[config.mk]
export PLATFORM = sky130hd
export DESIGN_NAME = mips_cpu_bus_ctrl
export DESIGN_NICKNAME = d
export VERILOG_FILES = /design/src/rtl/mips_cpu_pkg.sv /design/src/rtl/mips_cpu_rr_arbiter.sv /design/src/rtl/mips_cpu_bus_ctrl.sv
export SDC_FILE = /design/constraint.sdc
export NUM_CORES = 1
export LEC_CHECK = 0
export CAP_MARGIN = 20
export CORE_ASPECT_RATIO = 1.25
export CORE_MARGIN = 2
export CORE_UTILIZATION = 40
export CTS_CLUSTER_DIAMETER = 200
export DETAILED_ROUTE_END_ITERATION = 10
export DONT_BUFFER_PORTS = 1
export REMOVE_ABC_BUFFERS = 1
export SETUP_SLACK_MARGIN = 0.2
export SYNTH_ARGS = -nofsm -noshare
export SYNTH_HDL_FRONTEND = slang
export SYNTH_SLANG_ARGS = --single-unit
[constraint.sdc]
create_clock -name clk -period 7.37 [get_ports clk]
set_clock_uncertainty 0.1 [all_clocks]
set_input_delay 1.8425 -clock clk [delete_from_list [all_inputs] [get_ports clk]]
set_output_delay 1.8425 -clock clk [all_outputs]
set_load 0.01 [all_outputs]
[src/rtl/mips_cpu_pkg.sv]
// ---------------------------------------------------------------------------
// mips_cpu_pkg
//
// Shared definitions for the MIPS CPU memory-access path:
//   size_t       - access size as carried by the load/store requesters
//   bus_state_t  - states of the bus controller FSM
//   AVM_*        - Avalon-MM master port widths
// Helper functions:
//   decode_size   - maps the raw 2-bit size field (11 is treated as word)
//   is_misaligned - natural-alignment check for half and word accesses
// ---------------------------------------------------------------------------
package mips_cpu_pkg;

    localparam int AVM_ADDR_W = 32;
    localparam int AVM_DATA_W = 32;
    localparam int AVM_BE_W   = AVM_DATA_W / 8;

    typedef enum logic [1:0] {
        SIZE_BYTE = 2'b00,
        SIZE_HALF = 2'b01,
        SIZE_WORD = 2'b10
    } size_t;

    typedef enum logic [1:0] {
        IDLE,
        BUS,
        RESP
    } bus_state_t;

    // The reserved encoding 11 behaves exactly like a word access.
    function automatic size_t decode_size(input logic [1:0] raw);
        case (raw)
            2'b00:   return SIZE_BYTE;
            2'b01:   return SIZE_HALF;
            default: return SIZE_WORD;
        endcase
    endfunction

    function automatic logic is_misaligned(input size_t size, input logic [1:0] lane);
        case (size)
            SIZE_HALF: return lane[0];
            SIZE_WORD: return (lane != 2'b00);
            default:   return 1'b0;
        endcase
    endfunction

endpackage

[src/rtl/mips_cpu_rr_arbiter.sv]
// ---------------------------------------------------------------------------
// mips_cpu_rr_arbiter
//
// Purely combinational round-robin arbiter. The winner is the lowest
// requesting index strictly after last_grant, wrapping around, so the
// channel that was just served has the lowest priority.
//
// Parameters:
//   NUM_CH      - number of request channels (>= 1)
// Ports:
//   req         in  [NUM_CH-1:0]  request vector
//   last_grant  in  [IDX_W-1:0]   index of the previously granted channel
//   grant       out [NUM_CH-1:0]  one-hot grant (zero when nobody requests)
//   grant_idx   out [IDX_W-1:0]   binary index of the granted channel
//   grant_valid out               some channel was granted
// ---------------------------------------------------------------------------
module mips_cpu_rr_arbiter #(
    parameter int NUM_CH = 2,
    parameter int IDX_W  = (NUM_CH > 1) ? $clog2(NUM_CH) : 1
) (
    input  logic [NUM_CH-1:0] req,
    input  logic [IDX_W-1:0]  last_grant,
    output logic [NUM_CH-1:0] grant,
    output logic [IDX_W-1:0]  grant_idx,
    output logic              grant_valid
);

    logic [IDX_W-1:0] cand;
    logic             found;

    // Walk the channels starting just after last_grant; the walk visits
    // last_grant itself last, which gives it the lowest priority.
    always_comb begin
        cand      = last_grant;
        found     = 1'b0;
        grant_idx = '0;
        for (int i = 0; i < NUM_CH; i++) begin
            if (cand == IDX_W'(NUM_CH - 1)) begin
                cand = '0;
            end else begin
                cand = cand + 1'b1;
            end
            if (!found && req[cand]) begin
                found     = 1'b1;
                grant_idx = cand;
            end
        end
    end

    assign grant_valid = found;
    assign grant       = found ? (NUM_CH'(1) << grant_idx) : '0;

endmodule

[src/rtl/mips_cpu_bus_ctrl.sv]
// ---------------------------------------------------------------------------
// mips_cpu_bus_ctrl
//
// Memory-access controller between the CPU's internal requesters (channel 0
// is instruction fetch) and one Avalon-MM master port. Requests are
// arbitrated round-robin; each accepted request becomes one bus cycle that
// is held across waitrequest. Byte/half/word stores get lane-replicated
// write data and byte enables; loads return lane-extracted, sign- or
// zero-extended data. Misaligned accesses are answered with an error
// response and never reach the bus.
//
// Optional feature macro:
//   MIPS_BUS_TIMEOUT_EN - abort a bus cycle with an error response after
//                         TIMEOUT_CYCLES wait states.
//
// Parameters:
//   NUM_CH          - number of requester channels (>= 1)
//   TIMEOUT_CYCLES  - wait-state limit (used with MIPS_BUS_TIMEOUT_EN)
// Ports:
//   clk, reset                 clock, asynchronous active-high reset
//   req_valid/ready  [NUM_CH]  per-channel handshake (ready is one-hot)
//   req_write        [NUM_CH]  1 = store
//   req_size         [2*NUM_CH] 00 byte, 01 half, 10/11 word
//   req_signed       [NUM_CH]  sign-extend load data
//   req_addr         [32*NUM_CH] byte address
//   req_wdata        [32*NUM_CH] right-justified store data
//   resp_valid       [NUM_CH]  one-cycle response pulse to the owner
//   resp_err, resp_rdata       response status and load result
//   address, read, write, writedata, byteenable,
//   waitrequest, readdata      Avalon-MM master port
// ---------------------------------------------------------------------------
module mips_cpu_bus_ctrl
    import mips_cpu_pkg::*;
#(
    parameter int NUM_CH         = 2,
    parameter int TIMEOUT_CYCLES = 256
) (
    input  logic                         clk,
    input  logic                         reset,
    input  logic [NUM_CH-1:0]            req_valid,
    output logic [NUM_CH-1:0]            req_ready,
    input  logic [NUM_CH-1:0]            req_write,
    input  logic [2*NUM_CH-1:0]          req_size,
    input  logic [NUM_CH-1:0]            req_signed,
    input  logic [AVM_ADDR_W*NUM_CH-1:0] req_addr,
    input  logic [AVM_DATA_W*NUM_CH-1:0] req_wdata,
    output logic [NUM_CH-1:0]            resp_valid,
    output logic                         resp_err,
    output logic [AVM_DATA_W-1:0]        resp_rdata,
    output logic [AVM_ADDR_W-1:0]        address,
    output logic                         write,
    output logic                         read,
    input  logic                         waitrequest,
    output logic [AVM_DATA_W-1:0]        writedata,
    output logic [AVM_BE_W-1:0]          byteenable,
    input  logic [AVM_DATA_W-1:0]        readdata
);

    localparam int IDX_W = (NUM_CH > 1) ? $clog2(NUM_CH) : 1;

    if (NUM_CH < 1 || TIMEOUT_CYCLES < 1) begin : g_bad_params
        $error("mips_cpu_bus_ctrl: NUM_CH and TIMEOUT_CYCLES must be at least 1");
    end

    // Lane steering helpers for the 32-bit little-endian data path.
    function automatic logic [AVM_BE_W-1:0] lane_enables(input size_t size, input logic [1:0] lane);
        case (size)
            SIZE_BYTE: return 4'b0001 << lane;
            SIZE_HALF: return lane[1] ? 4'b1100 : 4'b0011;
            default:   return 4'b1111;
        endcase
    endfunction

    function automatic logic [AVM_DATA_W-1:0] replicate_store(input size_t size, input logic [AVM_DATA_W-1:0] data);
        case (size)
            SIZE_BYTE: return {4{data[7:0]}};
            SIZE_HALF: return {2{data[15:0]}};
            default:   return data;
        endcase
    endfunction

    function automatic logic [AVM_DATA_W-1:0] extract_load(input size_t size, input logic [1:0] lane,
                                                           input logic sign, input logic [AVM_DATA_W-1:0] data);
        logic [AVM_DATA_W-1:0] shifted;
        shifted = data >> {lane, 3'b000};
        case (size)
            SIZE_BYTE: return sign ? {{24{shifted[7]}}, shifted[7:0]} : {24'h0, shifted[7:0]};
            SIZE_HALF: return sign ? {{16{shifted[15]}}, shifted[15:0]} : {16'h0, shifted[15:0]};
            default:   return shifted;
        endcase
    endfunction

    bus_state_t       state;
    logic [IDX_W-1:0] last_grant;
    logic [NUM_CH-1:0] grant;
    logic [IDX_W-1:0] grant_idx;
    logic             grant_valid;

    // Latched request of the channel that owns the current transaction.
    logic [NUM_CH-1:0] owner;
    logic              lat_write;
    size_t             lat_size;
    logic              lat_signed;
    logic [1:0]        lat_lane;

    logic                  sel_write;
    size_t                 sel_size;
    logic                  sel_signed;
    logic [AVM_ADDR_W-1:0] sel_addr;
    logic [AVM_DATA_W-1:0] sel_wdata;

`ifdef MIPS_BUS_TIMEOUT_EN
    localparam int TO_W = $clog2(TIMEOUT_CYCLES + 1);
    logic [TO_W-1:0] wait_cnt;
`endif

    mips_cpu_rr_arbiter #(
        .NUM_CH (NUM_CH),
        .IDX_W  (IDX_W)
    ) u_arbiter (
        .req         (req_valid),
        .last_grant  (last_grant),
        .grant       (grant),
        .grant_idx   (grant_idx),
        .grant_valid (grant_valid)
    );

    // Acceptance is only possible in IDLE; holding it low during reset keeps
    // requesters from seeing a handshake the FSM will not act on.
    assign req_ready = (state == IDLE && !reset) ? grant : '0;

    // One-hot mux of the granted channel's request fields.
    always_comb begin
        sel_write  = 1'b0;
        sel_size   = SIZE_BYTE;
        sel_signed = 1'b0;
        sel_addr   = '0;
        sel_wdata  = '0;
        for (int i = 0; i < NUM_CH; i++) begin
            if (grant[i]) begin
                sel_write  = req_write[i];
                sel_size   = decode_size(req_size[2*i +: 2]);
                sel_signed = req_signed[i];
                sel_addr   = req_addr[AVM_ADDR_W*i +: AVM_ADDR_W];
                sel_wdata  = req_wdata[AVM_DATA_W*i +: AVM_DATA_W];
            end
        end
    end

    // Controller FSM. All Avalon and response outputs are registered here.
    always_ff @(posedge clk or posedge reset) begin
        if (reset) begin
            state      <= IDLE;
            last_grant <= IDX_W'(NUM_CH - 1);
            owner      <= '0;
            lat_write  <= 1'b0;
            lat_size   <= SIZE_BYTE;
            lat_signed <= 1'b0;
            lat_lane   <= 2'b00;
            read       <= 1'b0;
            write      <= 1'b0;
            address    <= '0;
            writedata  <= '0;
            byteenable <= '0;
            resp_valid <= '0;
            resp_err   <= 1'b0;
            resp_rdata <= '0;
`ifdef MIPS_BUS_TIMEOUT_EN
            wait_cnt   <= '0;
`endif
        end else begin
            case (state)
                IDLE: begin
                    if (grant_valid) begin
                        last_grant <= grant_idx;
                        owner      <= grant;
                        lat_write  <= sel_write;
                        lat_size   <= sel_size;
                        lat_signed <= sel_signed;
                        lat_lane   <= sel_addr[1:0];
                        if (is_misaligned(sel_size, sel_addr[1:0])) begin
                            resp_valid <= grant;
                            resp_err   <= 1'b1;
                            resp_rdata <= '0;
                            state      <= RESP;
                        end else begin
                            address    <= {sel_addr[AVM_ADDR_W-1:2], 2'b00};
                            byteenable <= lane_enables(sel_size, sel_addr[1:0]);
                            writedata  <= replicate_store(sel_size, sel_wdata);
                            read       <= !sel_write;
                            write      <= sel_write;
                            state      <= BUS;
`ifdef MIPS_BUS_TIMEOUT_EN
                            wait_cnt   <= '0;
`endif
                        end
                    end
                end

                BUS: begin
                    if (!waitrequest) begin
                        read       <= 1'b0;
                        write      <= 1'b0;
                        resp_valid <= owner;
                        resp_err   <= 1'b0;
                        resp_rdata <= lat_write ? '0 : extract_load(lat_size, lat_lane, lat_signed, readdata);
                        state      <= RESP;
                    end
`ifdef MIPS_BUS_TIMEOUT_EN
                    // Comparing against TIMEOUT_CYCLES-1 aborts on the wait
                    // state that brings the count up to TIMEOUT_CYCLES.
                    else if (wait_cnt == TO_W'(TIMEOUT_CYCLES - 1)) begin
                        read       <= 1'b0;
                        write      <= 1'b0;
                        resp_valid <= owner;
                        resp_err   <= 1'b1;
                        resp_rdata <= '0;
                        state      <= RESP;
                    end else begin
                        wait_cnt <= wait_cnt + 1'b1;
                    end
`endif
                end

                RESP: begin
                    resp_valid <= '0;
                    resp_err   <= 1'b0;
                    state      <= IDLE;
                end

                default: state <= IDLE;
            endcase
        end
    end

endmodule

==> reports/summary.log <==
qor: drt.detail-route-antenna-nets 0
qor: grt.global_route.overflow_total 0
qor: synthesis.postSynth.topFlopCell dfrtp_1
qor: placed_design.detailed_place_hpwl 13,200 um
qor: timing.maxSlewHeadroom 0.264
qor: floorplanning.fp-row-count 51
qor: grt.via_count_of_the_first_global_routing_pass 5,100
qor: drt.initialDrtViolationCount 282
qor: cells_and_area.mostFrequentLayoutCell nand2_1
qor: clocking.cts_setup_buffers 0
qor: placed_design.place.gp.congestion 0.850
qor: clocking.cts_resized 0
qor: pwr.clock_network_power_share 0.256
qor: clocking.clock_sink_count 114
qor: grt.grt_first_pass_wirelength 28,200 um
qor: synthesis.post_synth_inst_count 658
qor: grt.maximum_number_of_pins_on_one_net_before_global_route_repair 69
qor: grt.antenna_found_initial 1
qor: run_status.run_status finished, final reports clean
qor: critical_path.endpoint_kind_of_the_worst_setup_timing_path flop
qor: drt.totalWireLength 18,000 um
qor: critical_path.worstSetupStartpointType input port
qor: cells_and_area.nNetsFinal 810
qor: timing.setup-violations-final 0
qor: pwr.cellLeakagePower 0.00320 uW
qor: placed_design.buffer_ports.inserted 0
qor: synthesis.ys_seq_area_frac 0.441
qor: synthesis.ys_top_cells_by_area dfrtp_1 44%, nand2_1 8.0%, mux2_1 7.7%
qor: critical_path.worst-endpoint-required 7.55 ns
qor: synthesis.yosys_warnings 0
qor: pwr.power.density 452 nW/um^2
qor: pwr.net-switching-power 1260 uW
qor: pwr.switching_share 0.389
qor: critical_path.r2r_setup_slack 3.29 ns
qor: pwr.intPower 1980 uW
qor: timing.timing_hold_violations_final 0
qor: floorplanning.die_ar 17,200 um^2
qor: drt.viasPerCell 5.88
qor: clocking.ctsLongestPathBuffers 2
qor: pwr.worst_ir_drop_vdd 0.168 mV
qor: critical_path.worst_setup_path_end resp_rdata[0]$_DFFE_PP0P_
qor: critical_path.timing.rr.end resp_rdata[0]$_DFFE_PP0P_
qor: clocking.clock_tree.root_cell clkbuf_16
qor: clocking.cts_made_buffers 17
qor: floorplanning.io_pins 280
qor: clocking.h_tree_lvl_count 4
qor: placed_design.dpl-instance-area 6540 um^2
qor: synthesis.synth_cell_type_count 48
qor: job.max-cap-violations 0
qor: drt.drc_viols 0
qor: synthesis.top_cell_type_by_total_area_after_synthesis dfrtp_1
qor: floorplanning.design.core.area 15,700 um^2
qor: cells_and_area.area.growth.synth_to_final 10.9%
qor: timing.final_min_period_over_clock_period 0.691
qor: timing.tightestPinTransition 1.10 ns
qor: critical_path.ff2ff_path_depth 10
qor: timing.grt_setup_unrepaired false
qor: critical_path.worstPathMaxFanout 54
qor: synthesis.number_of_synthesized_flops_with_an_enable_pin 0
qor: clocking.clock_tree_from_tritoncts done
qor: drt.firstDrtPassIters 6
qor: synthesis.synth_top_area_share 0.437
qor: floorplanning.chipWidth 118 um
qor: grt.grt_util_all_layers 0.208
qor: floorplanning.floorplan.die.height 146 um
qor: drt.routed-via-count 5,035
qor: critical_path.rr_startpoint last_grant$_DFFE_PP1P_
qor: cells_and_area.final_design_area_no_fill 7170 um^2
qor: critical_path.worst-endpoint-arrival 5.28 ns
qor: worst_hold_path.hold_path_startpoint lat_signed$_DFFE_PP0P_
qor: floorplanning.initial_utilization 0.412
qor: pwr.totalPowerFinal 3240 uW
qor: worst_hold_path.hold_class reg -> reg
qor: timing.fmaxAchievable 196 MHz
qor: drt.wire_per_inst 21.0 um
qor: timing.timing.final.max_slew_violations 0
qor: synthesis.synth_area_per_cell 9.83 um^2
qor: cells_and_area.fraction_of_layout_instances_using_a_drive_strength_above_1 0.157
qor: pwr.power.share.combinational 0.340
qor: synthesis.postSynth.asyncResetShare 1.00
qor: synthesis.register_bit_total_from_synthesis 114
qor: timing.timing.setup.tns 0 ns
qor: clocking.ctsHoldBuffers 0
qor: cells_and_area.final_cell_mix 138 x nand2_1, 113 x dfrtp_1, 44 x mux2_1, 44 x mux2_2, 29 x nor2_1
qor: critical_path.timing.critical_path.from req_valid[1]
qor: synthesis.synthesis.area 6460 um^2
qor: pwr.power.sequential.fraction 0.404
qor: clocking.clock_latency 0.41 ns
qor: clocking.path_clk_slew 0.05 ns
qor: timing.period_minus_slack 5.10 ns
qor: critical_path.worst-setup-path-type in -> reg
==> sequential cells by signal, summed over array words and instances, names as in the netlist <==
register / cells
resp_rdata: 32
writedata: 32
address: 30
byteenable: 4
lat_lane: 2
lat_size: 2
owner: 2
resp_valid: 2
state: 2
last_grant: 1
lat_signed: 1
lat_write: 1
read: 1
resp_err: 1
write: 1
==> critical path: stages <==
cell and delay (ns):
a21boi_4 0.46, buf_4 0.55, a21oi_1 0.24, inv_1 0.11, ha_1 0.20, o21ai_1 0.20, nand2_1 0.12, nand2_1 0.09
a31oi_4 0.82, buf_4 0.30, mux2_1 0.33
==> final cells by class <==
| type | count | area, um^2 |
|---|---|---|
| Clock buffer | 21 | 460 |
| Tap cell | 212 | 265 |
| Multi-Input combinational cell | 472 | 3310 |
| Timing Repair Buffer | 6 | 65.1 |
| Sequential cell | 114 | 2850 |
| Clock inverter | 11 | 135 |
| Fill cell | 1533 | 8530 |
| Antenna cell | 1 | 2.50 |
| Inverter | 20 | 77.6 |
==> through the flow <==
stage          setup WS, ns  cells   util  hold slack, ns
6_report               2.27    857  0.457           0.424
5_1_grt                2.06    856  0.456           0.440
4_1_cts                2.28    855  0.455           0.426
3_5_place_dp           1.84    823  0.417           0.414
3_3_place_gp           1.96    823  0.417           0.383
2_1_floorplan         0.724    606      -           0.349
==> cells by family after synthesis <==
logic type,count (synthesis),synth area share
buffers and inverters,73,0.0499
AO/OA/AOI/OAI,135,0.151
adder cells (fa/ha/maj),6,0.0116
AND/OR/NAND/NOR,210,0.137
flip-flops,114,0.441
other,1,0.000580
multiplexers,119,0.208
==> worst min path at each step <==
stage / to / depth (start not counted)
after floorplan: owner[1]$_DFFE_PP0P_ / 2
after global placement: lat_write$_DFFE_PP0P_ / 2
after detailed placement: lat_signed$_DFFE_PP0P_ / 2
after CTS: lat_signed$_DFFE_PP0P_ / 2
after global routing: lat_write$_DFFE_PP0P_ / 2
final: lat_signed$_DFFE_PP0P_ / 2
==> cells in the mapped netlist (3+ instances only) <==
master and instances:
o21ai_0 28, nand3_1 10, buf_4 3, or2_2 4
nor2b_1 15, nand2_1 138, o2bb2ai_1 9, and3_1 3
buf_1 11, a211oi_1 15, mux2_2 44, a31oi_1 10
nand2b_1 5, nor2_1 29, mux2i_1 24, ha_1 6
buf_2 12, clkbuf_1 24, a32o_1 13, a21oi_1 22
dfrtp_1 113, mux2_4 6, buf_6 3, inv_1 20
o221ai_1 4, o211ai_1 4, mux2_1 44, a32oi_1 15
==> metal layers <==
layer	vias up	track usage	part of all wire
li1	2273	-	-
met1	2459	0.231	0.37
met2	267	0.353	0.50
met3	36	0.0793	0.095
met4	0	0.0922	0.030
met5	-	0	0
==> power by group through the flow <==
stage / clock [uW] / sequential, uW / combinational (uW)
floorplan: 0 / 1210 / 880
global placement: 0 / 1310 / 1060
detailed placement: 0 / 1320 / 1100
CTS: 851 / 1310 / 1100
global route: 883 / 1340 / 1220
finish: 829 / 1310 / 1100
Power figures use the tool's default switching activity.
